### config.mk
export PLATFORM = sky130hd
export DESIGN_NAME = rom_loader_router_flat
export DESIGN_NICKNAME = d
export VERILOG_FILES = /design/src/rtl/rom_loader_router_pkg.sv /design/src/rtl/rom_loader_router_if.sv /design/src/rtl/rom_loader_router_dl_fifo.sv /design/src/rtl/rom_loader_router.sv /design/src/flat_wrapper.sv
export SDC_FILE = /design/constraint.sdc
export NUM_CORES = 1
export LEC_CHECK = 0
export BUFFER_PORTS_ARGS = -buffer_cell sky130_fd_sc_hd__clkbuf_2
export CORE_UTILIZATION = 63
export CTS_CLUSTER_DIAMETER = 80
export DETAILED_ROUTE_END_ITERATION = 8
export PLACE_DENSITY_LB_ADDON = 0.12
export SYNTH_ARGS = -nofsm -noshare
export SYNTH_HDL_FRONTEND = slang
export SYNTH_SLANG_ARGS = --single-unit
### constraint.sdc
create_clock -name clk_sys -period 14.9 [get_ports clk_sys]
set_input_delay 2.98 -clock clk_sys [delete_from_list [all_inputs] [get_ports clk_sys]]
set_output_delay 2.98 -clock clk_sys [all_outputs]
set_load 0.05 [all_outputs]
### src/rtl/rom_loader_router_pkg.sv
// rom_loader_pkg: shared types and constants for the ROM download router.
// Holds the per-port FIFO entry layout, the ioctl index codes and the
// load-sequencing state encoding exposed on the router's debug output.
package rom_loader_pkg;

  localparam logic [7:0] IDX_ROM = 8'd0;
  localparam logic [7:0] IDX_MOD = 8'd1;
  localparam logic [7:0] IDX_DIP = 8'd254;

  // Widest word address carried by a FIFO entry; ports use the low ADDR_W-1 bits.
  localparam int DL_ADDR_MAX = 31;

  typedef struct packed {
    logic [DL_ADDR_MAX-1:0] addr;  // word address relative to the port window
    logic [7:0]             data;  // download byte
    logic [1:0]             ds;    // {upper, lower} byte select
  } dl_entry_t;

  typedef enum logic [1:0] {
    LD_WAIT  = 2'd0,  // no ROM download seen yet
    LD_ROM   = 2'd1,  // index-0 download in progress
    LD_DRAIN = 2'd2,  // download ended, waiting for FIFOs and ports to empty
    LD_DONE  = 2'd3   // ROM fully delivered
  } load_state_t;

endpackage

### src/rtl/rom_loader_router_if.sv
// rom_loader_router_if: ioctl download bus plus the per-port toggle handshake.
//
// Handshake: a port is idle while port_req[i] == port_ack[i]. The router
// toggles port_req[i] to present a new {port_a, port_d, port_ds} word and holds
// those outputs stable until the target toggles port_ack[i] to match. Only one
// request per port is ever outstanding. ioctl_wait asks the HPS to stop
// strobing ioctl_wr until it drops.
interface rom_loader_router_if #(
  parameter int NUM_PORTS = 2,
  parameter int ADDR_W    = 25
);
  logic                                ioctl_download;
  logic [7:0]                          ioctl_index;
  logic                                ioctl_wr;
  logic [ADDR_W-1:0]                   ioctl_addr;
  logic [7:0]                          ioctl_dout;
  logic                                ioctl_wait;
  logic [NUM_PORTS-1:0]                port_req;
  logic [NUM_PORTS-1:0]                port_ack;
  logic [NUM_PORTS-1:0][ADDR_W-2:0]    port_a;
  logic [NUM_PORTS-1:0][15:0]          port_d;
  logic [NUM_PORTS-1:0][1:0]           port_ds;

  // HPS / memory side
  modport master (
    output ioctl_download, ioctl_index, ioctl_wr, ioctl_addr, ioctl_dout,
    input  ioctl_wait,
    input  port_req, port_a, port_d, port_ds,
    output port_ack
  );

  // Router side
  modport slave (
    input  ioctl_download, ioctl_index, ioctl_wr, ioctl_addr, ioctl_dout,
    output ioctl_wait,
    output port_req, port_a, port_d, port_ds,
    input  port_ack
  );
endinterface

### src/rtl/rom_loader_router_dl_fifo.sv
// dl_fifo: synchronous FIFO of download entries with a combinational head.
// A push while full is ignored; a pop while empty is ignored.
module dl_fifo
  import rom_loader_pkg::*;
#(
  parameter int DEPTH = 4
) (
  input  logic                   clk,
  input  logic                   rst,
  input  logic                   push,
  input  dl_entry_t              din,
  input  logic                   pop,
  output dl_entry_t              dout,
  output logic                   full,
  output logic                   empty,
  output logic [$clog2(DEPTH):0] free_cnt
);

  localparam int PW = $clog2(DEPTH);

  dl_entry_t       mem [DEPTH];
  logic [PW-1:0]   wr_ptr;
  logic [PW-1:0]   rd_ptr;
  logic [PW:0]     count;
  logic            do_push;
  logic            do_pop;

  assign full     = (count == (PW+1)'(DEPTH));
  assign empty    = (count == '0);
  assign do_push  = push && !full;
  assign do_pop   = pop && !empty;
  assign dout     = mem[rd_ptr];
  assign free_cnt = (PW+1)'(DEPTH) - count;

  // Pointer and occupancy tracking; reset flushes the FIFO.
  always_ff @(posedge clk or posedge rst) begin
    if (rst) begin
      wr_ptr <= '0;
      rd_ptr <= '0;
      count  <= '0;
    end else begin
      if (do_push) wr_ptr <= wr_ptr + PW'(1);
      if (do_pop)  rd_ptr <= rd_ptr + PW'(1);
      case ({do_push, do_pop})
        2'b10:   count <= count + (PW+1)'(1);
        2'b01:   count <= count - (PW+1)'(1);
        default: count <= count;
      endcase
    end
  end

  // Entry storage; contents are don't-care while the slot is unoccupied.
  always_ff @(posedge clk) begin
    if (do_push) mem[wr_ptr] <= din;
  end

endmodule

### src/rtl/rom_loader_router.sv
// rom_loader_router: routes hps_io ioctl download bytes to NUM_PORTS memory
// ports by address window, stalls the HPS when any port FIFO nears full,
// sequences the core reset around ROM loading and captures core_mod/DIP bytes.
// Optional feature macro: ROM_LOADER_DIP_EN adds the dip_sw port and index-254
// DIP capture; without it index-254 bytes are ignored.
module rom_loader_router
  import rom_loader_pkg::*;
#(
  parameter int          NUM_PORTS  = 2,
  parameter int          ADDR_W     = 25,
  parameter int          FIFO_DEPTH = 4,
  parameter logic [15:0] RESET_HOLD = 16'hFFFF
) (
  input  logic                             clk_sys,
  input  logic                             reset,
  rom_loader_router_if.slave               bus,
  input  logic [NUM_PORTS-1:0][ADDR_W-1:0] region_base,
  input  logic [NUM_PORTS-1:0][ADDR_W-1:0] region_end,
  input  logic                             reset_req,
  output logic                             core_reset,
  output logic                             rom_loaded,
  output logic [7:0]                       core_mod,
`ifdef ROM_LOADER_DIP_EN
  output logic [7:0][7:0]                  dip_sw,
`endif
  output logic                             overflow,
  output load_state_t                      load_state
);

  localparam int CNT_W = $clog2(FIFO_DEPTH) + 1;

  logic                             wr_d;
  logic                             cap_valid;
  logic [7:0]                       cap_index;
  logic [7:0]                       cap_data;
  logic [ADDR_W-1:0]                cap_addr;
  logic [ADDR_W-1:0]                rel [NUM_PORTS];
  dl_entry_t                        push_entry [NUM_PORTS];
  dl_entry_t                        head [NUM_PORTS];
  logic [CNT_W-1:0]                 free_cnt [NUM_PORTS];
  logic [NUM_PORTS-1:0]             hit;
  logic [NUM_PORTS-1:0]             fifo_push;
  logic [NUM_PORTS-1:0]             fifo_pop;
  logic [NUM_PORTS-1:0]             fifo_full;
  logic [NUM_PORTS-1:0]             fifo_empty;
  logic [NUM_PORTS-1:0]             low_space;
  logic [NUM_PORTS-1:0]             port_idle;
  logic [NUM_PORTS-1:0]             req_q;
  logic [NUM_PORTS-1:0][ADDR_W-2:0] a_q;
  logic [NUM_PORTS-1:0][15:0]       d_q;
  logic [NUM_PORTS-1:0][1:0]        ds_q;
  logic                             rom_blocked;
  logic                             rom_dl;
  logic                             drained;
  logic                             ioctl_wait_q;
  logic                             load_cond;
  logic [15:0]                      hold_cnt;
  load_state_t                      state_q;
  load_state_t                      state_d;

  assign bus.port_req   = req_q;
  assign bus.port_a     = a_q;
  assign bus.port_d     = d_q;
  assign bus.port_ds    = ds_q;
  assign bus.ioctl_wait = ioctl_wait_q;
  assign load_state     = state_q;

  // Register one byte per rising edge of ioctl_wr during a download.
  always_ff @(posedge clk_sys or posedge reset) begin
    if (reset) begin
      wr_d      <= 1'b0;
      cap_valid <= 1'b0;
      cap_index <= '0;
      cap_addr  <= '0;
      cap_data  <= '0;
    end else begin
      wr_d      <= bus.ioctl_wr;
      cap_valid <= bus.ioctl_wr && !wr_d && bus.ioctl_download;
      cap_index <= bus.ioctl_index;
      cap_addr  <= bus.ioctl_addr;
      cap_data  <= bus.ioctl_dout;
    end
  end

  // Window match, relative-address entry build, all-or-nothing push, pop select.
  always_comb begin
    hit       = '0;
    fifo_pop  = '0;
    port_idle = '0;
    low_space = '0;
    for (int i = 0; i < NUM_PORTS; i++) begin
      rel[i]              = cap_addr - region_base[i];
      push_entry[i]       = '0;
      push_entry[i].addr  = DL_ADDR_MAX'(rel[i][ADDR_W-1:1]);
      push_entry[i].data  = cap_data;
      push_entry[i].ds    = {rel[i][0], ~rel[i][0]};
      hit[i]       = cap_valid && (cap_index == IDX_ROM) &&
                     (cap_addr >= region_base[i]) && (cap_addr < region_end[i]);
      port_idle[i] = (req_q[i] == bus.port_ack[i]);
      fifo_pop[i]  = port_idle[i] && !fifo_empty[i];
      low_space[i] = (free_cnt[i] <= CNT_W'(1));
    end
    // A full FIFO among the hits drops the byte everywhere, never a partial broadcast.
    rom_blocked = |(hit & fifo_full);
    fifo_push   = rom_blocked ? '0 : hit;
  end

  for (genvar g = 0; g < NUM_PORTS; g++) begin : g_port
    dl_fifo #(.DEPTH(FIFO_DEPTH)) u_fifo (
      .clk      (clk_sys),
      .rst      (reset),
      .push     (fifo_push[g]),
      .din      (push_entry[g]),
      .pop      (fifo_pop[g]),
      .dout     (head[g]),
      .full     (fifo_full[g]),
      .empty    (fifo_empty[g]),
      .free_cnt (free_cnt[g])
    );
  end

  // Port engines: latch the FIFO head and toggle the request when idle.
  always_ff @(posedge clk_sys or posedge reset) begin
    if (reset) begin
      req_q <= '0;
      a_q   <= '0;
      d_q   <= '0;
      ds_q  <= '0;
    end else begin
      for (int i = 0; i < NUM_PORTS; i++) begin
        if (fifo_pop[i]) begin
          a_q[i]   <= head[i].addr[ADDR_W-2:0];
          d_q[i]   <= {head[i].data, head[i].data};
          ds_q[i]  <= head[i].ds;
          req_q[i] <= ~req_q[i];
        end
      end
    end
  end

  // Sticky overflow and registered HPS stall; one spare slot absorbs the lag.
  always_ff @(posedge clk_sys or posedge reset) begin
    if (reset) begin
      overflow     <= 1'b0;
      ioctl_wait_q <= 1'b0;
    end else begin
      overflow     <= overflow | rom_blocked;
      ioctl_wait_q <= (|low_space) | overflow | rom_blocked;
    end
  end

  // core_mod takes the last index-1 byte regardless of address.
  always_ff @(posedge clk_sys or posedge reset) begin
    if (reset) begin
      core_mod <= '0;
    end else if (cap_valid && (cap_index == IDX_MOD)) begin
      core_mod <= cap_data;
    end
  end

`ifdef ROM_LOADER_DIP_EN
  // DIP bytes live at index 254, addresses 0..7.
  always_ff @(posedge clk_sys or posedge reset) begin
    if (reset) begin
      dip_sw <= '0;
    end else if (cap_valid && (cap_index == IDX_DIP) && (cap_addr[ADDR_W-1:3] == '0)) begin
      dip_sw[cap_addr[2:0]] <= cap_data;
    end
  end
`endif

  assign rom_dl  = bus.ioctl_download && (bus.ioctl_index == IDX_ROM);
  assign drained = (&fifo_empty) && (&port_idle) && !cap_valid;

  // Load sequencer state register.
  always_ff @(posedge clk_sys or posedge reset) begin
    if (reset) state_q <= LD_WAIT;
    else       state_q <= state_d;
  end

  // Load sequencer next state: ROM download, then drain, then done for good.
  always_comb begin
    state_d = state_q;
    case (state_q)
      LD_WAIT:  if (rom_dl) state_d = LD_ROM;
      LD_ROM:   if (!rom_dl) state_d = LD_DRAIN;
      LD_DRAIN: begin
        if (rom_dl)       state_d = LD_ROM;
        else if (drained) state_d = LD_DONE;
      end
      LD_DONE:  state_d = LD_DONE;
      default:  state_d = LD_WAIT;
    endcase
  end

  // rom_loaded is sticky once the sequencer reaches done.
  always_ff @(posedge clk_sys or posedge reset) begin
    if (reset) rom_loaded <= 1'b0;
    else       rom_loaded <= rom_loaded | (state_d == LD_DONE);
  end

  assign load_cond = reset_req | ~rom_loaded | rom_dl;

  // Core reset stretcher: reload while loading, then count down to release.
  always_ff @(posedge clk_sys or posedge reset) begin
    if (reset) begin
      hold_cnt   <= RESET_HOLD;
      core_reset <= 1'b1;
    end else begin
      core_reset <= load_cond | (hold_cnt != 16'd0);
      if (load_cond)              hold_cnt <= RESET_HOLD;
      else if (hold_cnt != 16'd0) hold_cnt <= hold_cnt - 16'd1;
    end
  end

endmodule

### src/flat_wrapper.sv
// flat-port wrapper written by rule: the top's interface ports become plain ports
module rom_loader_router_flat import rom_loader_pkg::*;
#(
  parameter int          NUM_PORTS  = 2,
  parameter int          ADDR_W     = 25,
  parameter int          FIFO_DEPTH = 4,
  parameter logic [15:0] RESET_HOLD = 16'hFFFF
)
  (clk_sys, reset, region_base, region_end, reset_req, core_reset, rom_loaded, core_mod, overflow, load_state, bus_ioctl_download, bus_ioctl_index, bus_ioctl_wr, bus_ioctl_addr, bus_ioctl_dout, bus_ioctl_wait, bus_port_req, bus_port_a, bus_port_d, bus_port_ds, bus_port_ack);
  rom_loader_router_if #(.NUM_PORTS(NUM_PORTS), .ADDR_W(ADDR_W)) bus_i ();
  input  logic clk_sys;
  input  logic reset;
  input  logic [NUM_PORTS-1:0][ADDR_W-1:0] region_base;
  input  logic [NUM_PORTS-1:0][ADDR_W-1:0] region_end;
  input  logic reset_req;
  output logic core_reset;
  output logic rom_loaded;
  output logic [7:0] core_mod;
  output logic overflow;
  output load_state_t load_state;
  input wire logic [$bits(bus_i.ioctl_download)-1:0] bus_ioctl_download;
  input wire logic [$bits(bus_i.ioctl_index)-1:0] bus_ioctl_index;
  input wire logic [$bits(bus_i.ioctl_wr)-1:0] bus_ioctl_wr;
  input wire logic [$bits(bus_i.ioctl_addr)-1:0] bus_ioctl_addr;
  input wire logic [$bits(bus_i.ioctl_dout)-1:0] bus_ioctl_dout;
  output wire logic [$bits(bus_i.ioctl_wait)-1:0] bus_ioctl_wait;
  output wire logic [$bits(bus_i.port_req)-1:0] bus_port_req;
  output wire logic [$bits(bus_i.port_a)-1:0] bus_port_a;
  output wire logic [$bits(bus_i.port_d)-1:0] bus_port_d;
  output wire logic [$bits(bus_i.port_ds)-1:0] bus_port_ds;
  input wire logic [$bits(bus_i.port_ack)-1:0] bus_port_ack;
  assign bus_i.ioctl_download = bus_ioctl_download;
  assign bus_i.ioctl_index = bus_ioctl_index;
  assign bus_i.ioctl_wr = bus_ioctl_wr;
  assign bus_i.ioctl_addr = bus_ioctl_addr;
  assign bus_i.ioctl_dout = bus_ioctl_dout;
  assign bus_ioctl_wait = bus_i.ioctl_wait;
  assign bus_port_req = bus_i.port_req;
  assign bus_port_a = bus_i.port_a;
  assign bus_port_d = bus_i.port_d;
  assign bus_port_ds = bus_i.port_ds;
  assign bus_i.port_ack = bus_port_ack;
  rom_loader_router #(.NUM_PORTS(NUM_PORTS), .ADDR_W(ADDR_W), .FIFO_DEPTH(FIFO_DEPTH), .RESET_HOLD(RESET_HOLD)) u_core (.clk_sys(clk_sys), .reset(reset), .bus(bus_i), .region_base(region_base), .region_end(region_end), .reset_req(reset_req), .core_reset(core_reset), .rom_loaded(rom_loaded), .core_mod(core_mod), .overflow(overflow), .load_state(load_state));
endmodule
==> flow_summary.yaml <==
global_routing:
  grt_util_met1: 0.391
  grt_pass1_wl_mm: 69.5
  grt_overflow_total: 0
  grt_use_met3: 0.0467
  grt_pass1_vias: 12600
  grt-busiest-layer: "met2"
  met2_usage: 0.454
  antenna_found_initial: 1
  grt.total_usage: 0.280
  grt_start_max_net_pins: 89
setup_path:
  cp_data_required_time_ns: 15.36
  crit_type: "in2reg"
  crit_path_end_kind: "flop"
  startpoint_type: "input pin"
  crit_slowest_cell: "nor4_2"
  critPathArrivalTime_ns: 6.56
  critPathMaxFanout: 7
  cp_top_family: "simple AND/OR/NAND/NOR gates"
  critPathMaxStageDelay_ns: 0.76
  worstPathCellList: "clkbuf_2, inv_1, ha_1, nand4_1, o31a_1, a2111oi_4, nor2_2, nor4_2, or3_1, ha_1, inv_1, fa_1, xor2_1, nor2_1, xnor2_1"
  path_buf_inv: 3
logic_synthesis:
  synth_area_um2: 20100
  yosysWarnings: 0
  async_flop_share: 0.366
  synth.avg_cell_area_um2: 14.4
  synthesis.instances: 1393
  ys.flop_type: "edfxtp_1"
  ys_types: 83
  synth_fp_nets: 1662
  yosysSeqAreaShare: 0.603
  synth-seq-cells: 429
  synth-edff-count: 272
clocking:
  clockRootBuffer: "clkbuf_16"
  postCtsHoldBufs: 0
  cts_tree: "yes"
  htree_levels: 2
  post_cts_resized: 0
  cts_sinks: 429
  cts_setup_buffers: 0
  cts_buffers: 43
  clk_pin_slew_ns: 0.07
  clk_path_buf_depth: 3
  clock_latency_ns: 0.54
cells_and_area:
  ff_latch_area_um2: 12100
  nets: 1916
  design_area_um2: 23200
  syn2layout_area_growth_pct: 15.6
  nFillCells: 2051
  multi_input_area_um2: 7280
  drive_gt1_frac: 0.310
sta:
  rsz0062_at_grt: "no"
  setup_violations: 0
  period_minus_slack_ns: 6.10
  drv_slew: 0
  fmax_mhz: 164
  max-slew-margin-rel: 0.308
  skew_ns: 0.0190
  finalCritPeriodShare: 0.409
  hold_viol: 0
  fin_setup_tns_ns: 0
  tightest_slew_ns: 1.02
power_and_ir_drop:
  worst_ir_drop_vdd_uv: 128
  powerDensity_nw_per_um2: 175
  power_leakage_nw: 9.59
drt:
  drcViolationCount: 0
  drt-initial-drc-count: 956
  route.vias.total: 12500
  first_pass_iters: 5
  ant_nets: 0
  via_per_inst: 6.00
  totalWireLength_mm: 44.6
  wl_per_cell_um: 21.4
die:
  start_util: 0.639
  core_um2: 31500
  ioPinCount: 248
  die_area_um2: 32600
  placementRows: 65
  fp.dieW_um: 181
  die_h_um: 181
placement:
  postPlaceCellArea_um2: 21700
  hpwl_mm: 30.9
  port_buffers: 247
  gp_congestion: 0.967
job:
  cap_viol_max_count: 0
status:
  status: "completed"
worst_hold_path:
  hp-class: "reg2reg"
-- per-stage QoR --
stage | setup WS, ns | instances | util | total power [mW] | hold slack, ns
3_5_place_dp | 8.29 | 2004 | 0.690 | 2.94 | 0.475
5_1_grt | 8.61 | 2084 | 0.738 | 4.22 | 0.504
6_report | 8.80 | 2086 | 0.739 | 4.06 | 0.495
3_3_place_gp | 8.45 | 2004 | 0.690 | 2.91 | 0.467
2_1_floorplan | 6.18 | 1393 | - | 2.63 | 0.473
4_1_cts | 8.84 | 2084 | 0.738 | 4.09 | 0.497
-- flip-flops by register name (all words and copies together) (netlist names), 2 cells and up --
| register | count |
|---|---|
| u_core.g_port.u_fifo.rd_ptr | 4 |
| u_core.g_port.u_fifo.wr_ptr | 4 |
| u_core.load_state | 2 |
| u_core.cap_data | 8 |
| u_core.hold_cnt | 16 |
| u_core.g_port.u_fifo.mem | 272 |
| u_core.bus.port_d | 16 |
| u_core.core_mod | 8 |
| u_core.bus.port_req | 2 |
| u_core.bus.port_ds | 4 |
| u_core.cap_addr | 25 |
| u_core.bus.port_a | 48 |
| u_core.g_port.u_fifo.count | 6 |
| u_core.cap_index | 8 |
-- synthesized netlist by cell type (21+ instances only) --
cell      number  share of area
dfrtp_1      140           0.17
nor2_1        47         0.0088
nand2_1       56          0.010
edfxtp_1     272           0.41
nand3_1       23         0.0057
xnor2_1       37          0.016
inv_1        126          0.024
o21ai_0       47          0.012
xor2_1        22         0.0096
a21oi_1       58          0.014
ha_1         117          0.073
clkbuf_1      21         0.0039
mux4_2        68          0.076
mux2_2        79          0.044
-- cell type report --
type                            instances  area share
Timing Repair Buffer                  262      0.0580
Tap cell                              402      0.0216
Clock buffer                           59      0.0507
Multi-Input combinational cell        785       0.313
Antenna cell                            2    0.000215
Clock inverter                         21      0.0144
Sequential cell                       429       0.521
Inverter                              126      0.0206
-- cell usage in the layout, fill, tap and decap left out, types with 13 or more instances in the layout --
cell type / instances
edfxtp_1: 272
clkbuf_2: 247
dfrtp_1: 138
inv_1: 125
ha_1: 117
mux2_2: 79
mux4_2: 68
a21oi_1: 58
nand2_1: 56
o21ai_0: 47
nor2_1: 45
clkbuf_16: 44
xnor2_1: 37
nand3_1: 23
xor2_1: 22
a21o_1: 20
nor3_1: 17
dfstp_2: 17
nand4_1: 15
buf_4: 15
clkbuf_1: 13
-- kinds of logic (layout without fill, tap and decap cells) --
kind of cell,count (synthesis),count (layout),share of synthesized area
other cells,0,2,0
simple gates,237,237,0.0623
fa+ha+maj,122,122,0.0773
xor+xnor,59,59,0.0257
mux,149,149,0.121
flops,429,429,0.603
buf+inv,179,468,0.0382
compound gates,218,218,0.0723
-- final timing paths --
path                       slack (ns)                         start                                           end  depth (start not counted)
max                              8.80               region_base[32]  u_core.g_port[0].u_fifo.count[2]$_DFFE_PP0P_                         15
min                              0.50     u_core.overflow$_DFF_PP0_                     u_core.overflow$_DFF_PP0_                          1
max reg2reg                     10.77  u_core.cap_addr[7]$_DFF_PP0_  u_core.g_port[0].u_fifo.count[2]$_DFFE_PP0P_                         13
min reg2reg                      0.50     u_core.overflow$_DFF_PP0_                     u_core.overflow$_DFF_PP0_                          1
max in group asynchronous       10.77                         reset             u_core.bus.port_a[39]$_DFFE_PP0P_                          3
min in group asynchronous        2.60                         reset                  u_core.cap_data[4]$_DFF_PP0_                          2
-- power by group --
part | switching, mW | leakage [nW] | total (mW) | internal (mW)
logic | 0.894 | 4.58 | 1.39 | 0.500
registers | 0.0964 | 4.28 | 1.52 | 1.42
clock network | 0.444 | 0.734 | 1.14 | 0.698
-- routing by layer --
metal	up-vias	wire length, um
li1	5747	-
met1	6192	19200
met2	486	21400
met3	81	2880
met4	0	1130
met5	-	0
Note: power is estimated with default switching activity, not from simulation.
